`config.mk`:
```
export PLATFORM = sky130hd
export DESIGN_NAME = controlador_separador_flat
export DESIGN_NICKNAME = d
export VERILOG_FILES = /design/src/rtl/controlador_separador_pkg.sv /design/src/rtl/controlador_separador_if.sv /design/src/rtl/controlador_separador_prescaler_tick.sv /design/src/rtl/controlador_separador.sv /design/src/flat_wrapper.sv
export SDC_FILE = /design/constraint.sdc
export NUM_CORES = 1
export LEC_CHECK = 0
export CAP_MARGIN = 10
export CORE_MARGIN = 8
export CORE_UTILIZATION = 45
export DETAILED_ROUTE_END_ITERATION = 8
export GPL_TIMING_DRIVEN = 0
export PLACE_DENSITY = 0.75
export SLEW_MARGIN = 20
export SYNTH_ARGS = -nofsm -noshare
export SYNTH_HDL_FRONTEND = slang
export SYNTH_SLANG_ARGS = --single-unit
```
`constraint.sdc`:
```
create_clock -name clk -period 1.7 [get_ports clk]
set_input_delay 0.34 -clock clk [delete_from_list [all_inputs] [get_ports clk]]
set_output_delay 0.34 -clock clk [all_outputs]
set_load 0.03 [all_outputs]
```
`src/rtl/controlador_separador_pkg.sv`:
```
// Shared definitions for the six-digit LSB separator sequencing controller.
// Holds the controller state encoding, the digit count and width, and a
// small helper that recognises the last digit/bit slot.
package controlador_separador_pkg;

    localparam int DATA_W = 4;   // digit width, matches the separator
    localparam int N_DIG  = 6;   // number of digit slots
    localparam int IDX_W  = 3;   // wide enough to index N_DIG slots

    typedef enum logic [2:0] {
        IDLE  = 3'd0,
        LOAD  = 3'd1,
        LATCH = 3'd2,
        SHIFT = 3'd3,
        DONE  = 3'd4
    } state_t;

    // True when idx addresses the final slot (digit 5 / bit 5).
    function automatic logic is_last(input logic [IDX_W-1:0] idx);
        return idx == IDX_W'(N_DIG - 1);
    endfunction

endpackage

```
`src/rtl/controlador_separador_if.sv`:
```
// Digit-load handshake between a digit source and the controller.
//   start      : request a new load sequence
//   din        : digit data
//   din_valid  : din holds a digit
//   din_ready  : controller accepts din this cycle
// The master modport is the digit source, the slave modport the controller.
interface controlador_separador_if;
    import controlador_separador_pkg::*;

    logic              start;
    logic [DATA_W-1:0] din;
    logic              din_valid;
    logic              din_ready;

    modport master (
        output start,
        output din,
        output din_valid,
        input  din_ready
    );

    modport slave (
        input  start,
        input  din,
        input  din_valid,
        output din_ready
    );

endinterface

```
`src/rtl/controlador_separador_prescaler_tick.sv`:
```
// Free-running divider used to pace the serial output.
//   clk, rst : clock and synchronous active-high reset
//   clr      : return the count to 0
//   en       : advance the count this cycle
//   tick     : high during the enabled cycle in which the count is TICK_DIV-1
// The first tick after a clear therefore lands TICK_DIV enabled cycles later.
module prescaler_tick #(
    parameter int TICK_DIV = 4
) (
    input  logic clk,
    input  logic rst,
    input  logic clr,
    input  logic en,
    output logic tick
);

    localparam logic [7:0] CNT_TOP = 8'(TICK_DIV - 1);

    logic [7:0] cnt;

    assign tick = en && (cnt == CNT_TOP);

    always_ff @(posedge clk) begin
        if (rst || clr) begin
            cnt <= 8'd0;
        end else if (en) begin
            cnt <= tick ? 8'd0 : cnt + 8'd1;
        end
    end

endmodule

```
`src/rtl/controlador_separador.sv`:
```
// Sequencing controller for the six-digit LSB separator datapath.
// Collects six digits over the bus handshake into registers m0..m5, latches
// the separator's answer s_in into bits_out, then replays bits_out s0 first
// as one-cycle strobes paced by TICK_DIV.
//   clk, rst      : clock and synchronous active-high reset
//   bus (slave)   : start / din / din_valid / din_ready
//   m0..m5        : registered digit slots feeding the separator
//   s_in          : separator outputs {s5..s0}, combinational from m0..m5
//   bits_out      : captured pattern, bit i = s_i
//   bit_serial    : current serial bit, held between strobes
//   serial_valid  : one-cycle strobe qualifying bit_serial
//   busy          : high in LOAD, LATCH and SHIFT
//   done          : high in DONE
module controlador_separador #(
    parameter int TICK_DIV = 4,
    parameter int DATA_W   = 4
) (
    input  logic                                   clk,
    input  logic                                   rst,
    controlador_separador_if.slave                 bus,
    output logic [DATA_W-1:0]                      m0,
    output logic [DATA_W-1:0]                      m1,
    output logic [DATA_W-1:0]                      m2,
    output logic [DATA_W-1:0]                      m3,
    output logic [DATA_W-1:0]                      m4,
    output logic [DATA_W-1:0]                      m5,
    input  logic [controlador_separador_pkg::N_DIG-1:0] s_in,
    output logic [controlador_separador_pkg::N_DIG-1:0] bits_out,
    output logic                                   bit_serial,
    output logic                                   serial_valid,
    output logic                                   busy,
    output logic                                   done
);
    import controlador_separador_pkg::*;

    state_t            state;
    logic [DATA_W-1:0] m_bank [N_DIG];
    logic [IDX_W-1:0]  dig_idx;
    logic [IDX_W-1:0]  bit_idx;
    logic              shift_en;
    logic              shift_clr;
    logic              tick;

    // The prescaler only runs in SHIFT; leaving SHIFT (and LATCH before it)
    // holds it at 0 so every replay starts with a full TICK_DIV interval.
    assign shift_en  = (state == SHIFT);
    assign shift_clr = (state != SHIFT);

    prescaler_tick #(
        .TICK_DIV (TICK_DIV)
    ) u_tick (
        .clk  (clk),
        .rst  (rst),
        .clr  (shift_clr),
        .en   (shift_en),
        .tick (tick)
    );

    assign bus.din_ready = (state == LOAD);
    assign busy          = (state == LOAD) || (state == LATCH) || (state == SHIFT);
    assign done          = (state == DONE);

    assign m0 = m_bank[0];
    assign m1 = m_bank[1];
    assign m2 = m_bank[2];
    assign m3 = m_bank[3];
    assign m4 = m_bank[4];
    assign m5 = m_bank[5];

    always_ff @(posedge clk) begin
        if (rst) begin
            state        <= IDLE;
            dig_idx      <= '0;
            bit_idx      <= '0;
            bits_out     <= '0;
            bit_serial   <= 1'b0;
            serial_valid <= 1'b0;
            for (int i = 0; i < N_DIG; i++) begin
                m_bank[i] <= '0;
            end
        end else begin
            serial_valid <= 1'b0;
            case (state)
                IDLE: begin
                    if (bus.start) begin
                        state   <= LOAD;
                        dig_idx <= '0;
                    end
                end
                LOAD: begin
                    if (bus.din_valid) begin
                        m_bank[dig_idx] <= bus.din;
                        if (is_last(dig_idx)) begin
                            state <= LATCH;
                        end else begin
                            dig_idx <= dig_idx + 1'b1;
                        end
                    end
                end
                LATCH: begin
                    // m0..m5 already hold the final digit, so s_in is settled.
                    bits_out <= s_in;
                    bit_idx  <= '0;
                    state    <= SHIFT;
                end
                SHIFT: begin
                    if (tick) begin
                        serial_valid <= 1'b1;
                        bit_serial   <= bits_out[bit_idx];
                        if (is_last(bit_idx)) begin
                            state <= DONE;
                        end else begin
                            bit_idx <= bit_idx + 1'b1;
                        end
                    end
                end
                DONE: begin
                    // Slots are not cleared; the next load overwrites them.
                    if (bus.start) begin
                        state   <= LOAD;
                        dig_idx <= '0;
                    end
                end
                default: begin
                    state <= IDLE;
                end
            endcase
        end
    end

endmodule

```
`src/flat_wrapper.sv`:
```
// flat-port wrapper written by rule: the top's interface ports become plain ports
module controlador_separador_flat import controlador_separador_pkg::*;
#(
    parameter int TICK_DIV = 4,
    parameter int DATA_W   = 4
)
  (clk, rst, m0, m1, m2, m3, m4, m5, s_in, bits_out, bit_serial, serial_valid, busy, done, bus_start, bus_din, bus_din_valid, bus_din_ready);
  controlador_separador_if bus_i ();
  input  logic clk;
  input  logic rst;
  output logic [DATA_W-1:0] m0;
  output logic [DATA_W-1:0] m1;
  output logic [DATA_W-1:0] m2;
  output logic [DATA_W-1:0] m3;
  output logic [DATA_W-1:0] m4;
  output logic [DATA_W-1:0] m5;
  input  logic [controlador_separador_pkg::N_DIG-1:0] s_in;
  output logic [controlador_separador_pkg::N_DIG-1:0] bits_out;
  output logic bit_serial;
  output logic serial_valid;
  output logic busy;
  output logic done;
  input wire logic [$bits(bus_i.start)-1:0] bus_start;
  input wire logic [$bits(bus_i.din)-1:0] bus_din;
  input wire logic [$bits(bus_i.din_valid)-1:0] bus_din_valid;
  output wire logic [$bits(bus_i.din_ready)-1:0] bus_din_ready;
  assign bus_i.start = bus_start;
  assign bus_i.din = bus_din;
  assign bus_i.din_valid = bus_din_valid;
  assign bus_din_ready = bus_i.din_ready;
  controlador_separador #(.TICK_DIV(TICK_DIV), .DATA_W(DATA_W)) u_core (.clk(clk), .rst(rst), .bus(bus_i), .m0(m0), .m1(m1), .m2(m2), .m3(m3), .m4(m4), .m5(m5), .s_in(s_in), .bits_out(bits_out), .bit_serial(bit_serial), .serial_valid(serial_valid), .busy(busy), .done(done));
endmodule
```
==> PnR_summary.wiki, run 1 <==
{| class="wikitable"
! Metric !! Value
|-
| Fillers || between 300 and 400
|-
| Count of pins on the block boundary || 49
|-
| Final hold slack || 0.496 ns
|-
| Clk sink count || 49
|-
| Worst EP required || 1.36 ns
|-
| Number of port buffers || 47
|-
| Dominant cell by count in the synthesized netlist || sky130_fd_sc_hd__nor2_1
|-
| GP Congestion || between 0.7 and 0.8
|-
| Number of rows in the core area || 25
|-
| Fraction of synthesized cell area taken by the top area cell type || between 30% and 40%
|-
| Synth area leader || sky130_fd_sc_hd__edfxtp_1
|-
| Placed wire-length estimate || between 3000 and 4000 um
|-
| F_max || about 600 MHz
|-
| Detailed Route Iter0 Violations || 56
|-
| Worst ir drop on vdd || just over 0.5 mV
|-
| DRC viols || 0
|-
| Clock tree from TritonCTS || done
|-
| Register area || between 1000 and 1500 um^2
|-
| Global-route wire length before repair || between 7000 and 8000 um
|-
| Effective utilization at floorplan || between 40% and 50%
|-
| Number of warnings issued by yosys || 0
|-
| EDFF count, synth || 24
|-
| Area growth from synthesis to layout || 32.9%
|-
| Post-synth net total || 231
|-
| Async SR Flop Fraction || 0%
|-
| Status || finished clean
|-
| Overall via count from detail_route || roughly 1700
|-
| Buffers from clock root to sink, at most || 2
|-
| Hold Crit Class || reg2reg
|-
| Final global-route overflow total || 0
|-
| Layout Utilization || 62.0%
|-
| Diode count || 0
|-
| Detail Route Antenna Nets || 0
|-
| Worst slew pin tran || 0.512 ns
|-
| Clock insertion delay at the later pin of the skew report || 0.29 ns
|-
| Flip-flop and latch count after synthesis || 49
|-
| Share of synthesized area occupied by flip-flops and latches || around 56%
|-
| Unrepaired setup endpoints after global routing || false
|-
| Cell leakage power || ~1.1 nW
|-
| Initial antenna violation count || 0
|-
| Minimum clock period after layout || between 1.5 and 2 ns
|-
| Netlist cell types || 41
|-
| Horizontal die dimension || between 80 and 90 um
|-
| Post-Route WL || roughly 4500 um
|-
| Drt first pass iters || 4
|-
| Area of combinational cells with multiple inputs || roughly 950 um^2
|-
| Syn Area/Cell || ~10 um^2
|-
| Total Neg Setup Slack || 0 ns
|-
| Height of the chip || 85.7 um
|-
| Share of final-layout standard cells stronger than drive strength 1 || approximately 15%
|-
| Cell area after synthesis || 2190 um^2
|-
| Crit start category || flip-flop
|-
| Share of the cycle needed by the critical path after routing || between 90% and 100%
|-
| Max-slew violation count || 0
|-
| Clock Pin Slew Worst Setup and Hold Paths || 0.08 ns
|-
| Final Setup Violations || 0
|-
| Overall Global Routing Usage || 13.1%
|-
| CP Data Arrival Time || approximately 1.3 ns
|-
| Maximum number of pins on one net before global-route repair || 15
|-
| Most common flop cell mapped by yosys || sky130_fd_sc_hd__dfxtp_1
|-
| Ranking of synthesized cells by instance count || 31 x sky130_fd_sc_hd__nor2_1, 25 x sky130_fd_sc_hd__dfxtp_1, 24 x sky130_fd_sc_hd__edfxtp_1, 23 x sky130_fd_sc_hd__nand2_1, 13 x sky130_fd_sc_hd__and2_1
|-
| Number of global-route vias before repair || between 1500 and 2000
|-
| Vias per Instance || approximately 5.2
|-
| Number of nets in the layout || between 200 and 300
|-
| Critical path fanouts, max || 10
|-
| Setup Skew || ~0.0033 ns
|-
| Count of endpoints failing hold in the final timing report || 0
|-
| Root buffer cell || sky130_fd_sc_hd__clkbuf_8
|-
| Total core area || approximately 4700 um^2
|-
| Clock buffers created by TritonCTS || 5
|-
| Type of the worst setup path || reg2out
|-
| Endpoint class of the critical path || output port
|-
| Worst relative slew slack || about two thirds
|-
| Largest cells by area after synthesis || sky130_fd_sc_hd__edfxtp_1 33%, sky130_fd_sc_hd__dfxtp_1 23%, sky130_fd_sc_hd__nor2_1 5.3%
|-
| Cell count after synthesis || around 210
|-
| Post-DR wirelength/cell || 13.9 um
|-
| Pwr Density || 730 nW/um^2
|-
| Max Cap Violations || 0
|-
| H-tree lvl count || 2
|-
| Floorplan die area || roughly 7400 um^2
|}
## what timing repair did
item                                    in CTS  in global routing
gates resized for setup                     28                 13
hold endpoints to repair                     0                  0
setup buffers                                5                  3
endpoints found under the setup margin      23                 44
pin swaps                                    5                  2
hold buffers                                 0                  0
## critical path, cell delays in order, from the launching register on
cell	delay, ns
sky130_fd_sc_hd__dfxtp_2	0.37
sky130_fd_sc_hd__buf_6	0.15
sky130_fd_sc_hd__nor2_4	0.16
sky130_fd_sc_hd__and2_4	0.18
sky130_fd_sc_hd__buf_4	0.15
## cell families after synthesis
kind of cell | after synthesis | share of synthesized area, %
buffers and inverters | 13 | 2.23
flip-flops | 49 | 55.8
multiplexers | 4 | 2.57
XOR/XNOR | 6 | 2.40
adder cells (fa/ha/maj) | 5 | 2.86
AO/OA/AOI/OAI | 34 | 9.95
AND/OR/NAND/NOR | 101 | 24.2
## layout make-up
class	instances	share of cell area, %
multi-input cells	150	32.7
well taps	54	2.32
flip-flops and latches	49	42.1
clock buffers	5	2.37
plain buffers	6	1.16
inverters	5	0.645
repair buffers	55	18.3
clock inverters	3	0.430
## stage by stage
step	instances	setup WS, ns	cell area [um^2]	power, mW
after global placement	313	-0.454	2730	1.53
after CTS	325	0.000974	2870	2.15
after detailed placement	313	-0.471	2730	1.53
final	327	0.0579	2910	2.12
after floorplan	212	0.0238	2190	1.42
after global routing	327	0.00267	2910	2.22
## sequential cells by signal (all words and copies together) (netlist names)
| signal | flops |
|---|---|
| u_core.bits_out | 6 |
| u_core.state | 3 |
| u_core.bit_idx | 3 |
| u_core.m_bank | 24 |
| u_core.bit_serial | 1 |
| u_core.u_tick.cnt | 8 |
| u_core.dig_idx | 3 |
| u_core.serial_valid | 1 |
## final timing paths
path,startpoint,to,slack [ns],cells after the start
max reg2reg,u_core.u_tick.cnt[1]$_SDFFE_PP0P_,u_core.bit_idx[2]$_SDFFE_PP0P_,0.08,5
min reg2reg,u_core.bits_out[5]$_SDFFE_PP0N_,u_core.bits_out[5]$_SDFFE_PP0N_,0.50,2
min,u_core.bits_out[5]$_SDFFE_PP0N_,u_core.bits_out[5]$_SDFFE_PP0N_,0.50,2
max,u_core.state[0]$_SDFFE_PP0P_,done,0.06,4
## metal layers
layer,wire length (um),global-route usage [%]
met1,1940,14.1
met2,2260,23.3
met3,287,4.58
met4,47,4.46
met5,0,0
## power breakdown
part / total [mW] / switching [mW] / internal (mW)
clock: 0.620 / 0.344 / 0.276
combinational: 0.227 / 0.131 / 0.0958
sequential: 1.28 / 0.0128 / 1.26
## cell usage in the layout (no fill, tap or decap), types with 3 or more instances in the layout
cell,instances
sky130_fd_sc_hd__a21o_1,4
sky130_fd_sc_hd__a21oi_1,9
sky130_fd_sc_hd__a31o_2,3
sky130_fd_sc_hd__and2_1,12
sky130_fd_sc_hd__buf_4,9
sky130_fd_sc_hd__clkbuf_1,4
sky130_fd_sc_hd__clkbuf_8,5
sky130_fd_sc_hd__clkdlybuf4s50_1,38
sky130_fd_sc_hd__dfxtp_1,22
sky130_fd_sc_hd__dfxtp_2,3
sky130_fd_sc_hd__dlymetal6s2s_1,5
sky130_fd_sc_hd__edfxtp_1,24
sky130_fd_sc_hd__ha_1,4
sky130_fd_sc_hd__inv_1,5
sky130_fd_sc_hd__mux2_2,3
sky130_fd_sc_hd__nand2_1,23
sky130_fd_sc_hd__nand3_1,4
sky130_fd_sc_hd__nor2_1,28
sky130_fd_sc_hd__nor2b_1,7
sky130_fd_sc_hd__nor3_1,5
sky130_fd_sc_hd__o21ai_0,10
sky130_fd_sc_hd__xnor2_1,4
Note: power is estimated with default switching activity, not from simulation.
==> run 2: changes to the inputs <==
--- a/config.mk
+++ b/config.mk
@@ -8,6 +8,7 @@
 export CAP_MARGIN = 10
 export CORE_MARGIN = 8
 export CORE_UTILIZATION = 45
+export CTS_BUF_LIST = sky130_fd_sc_hd__clkbuf_8 sky130_fd_sc_hd__clkbuf_16
 export DETAILED_ROUTE_END_ITERATION = 8
 export GPL_TIMING_DRIVEN = 0
 export PLACE_DENSITY = 0.75
==> results of run 2 <==
No change in the layout: final DEF, timing and power equal those of run 1.
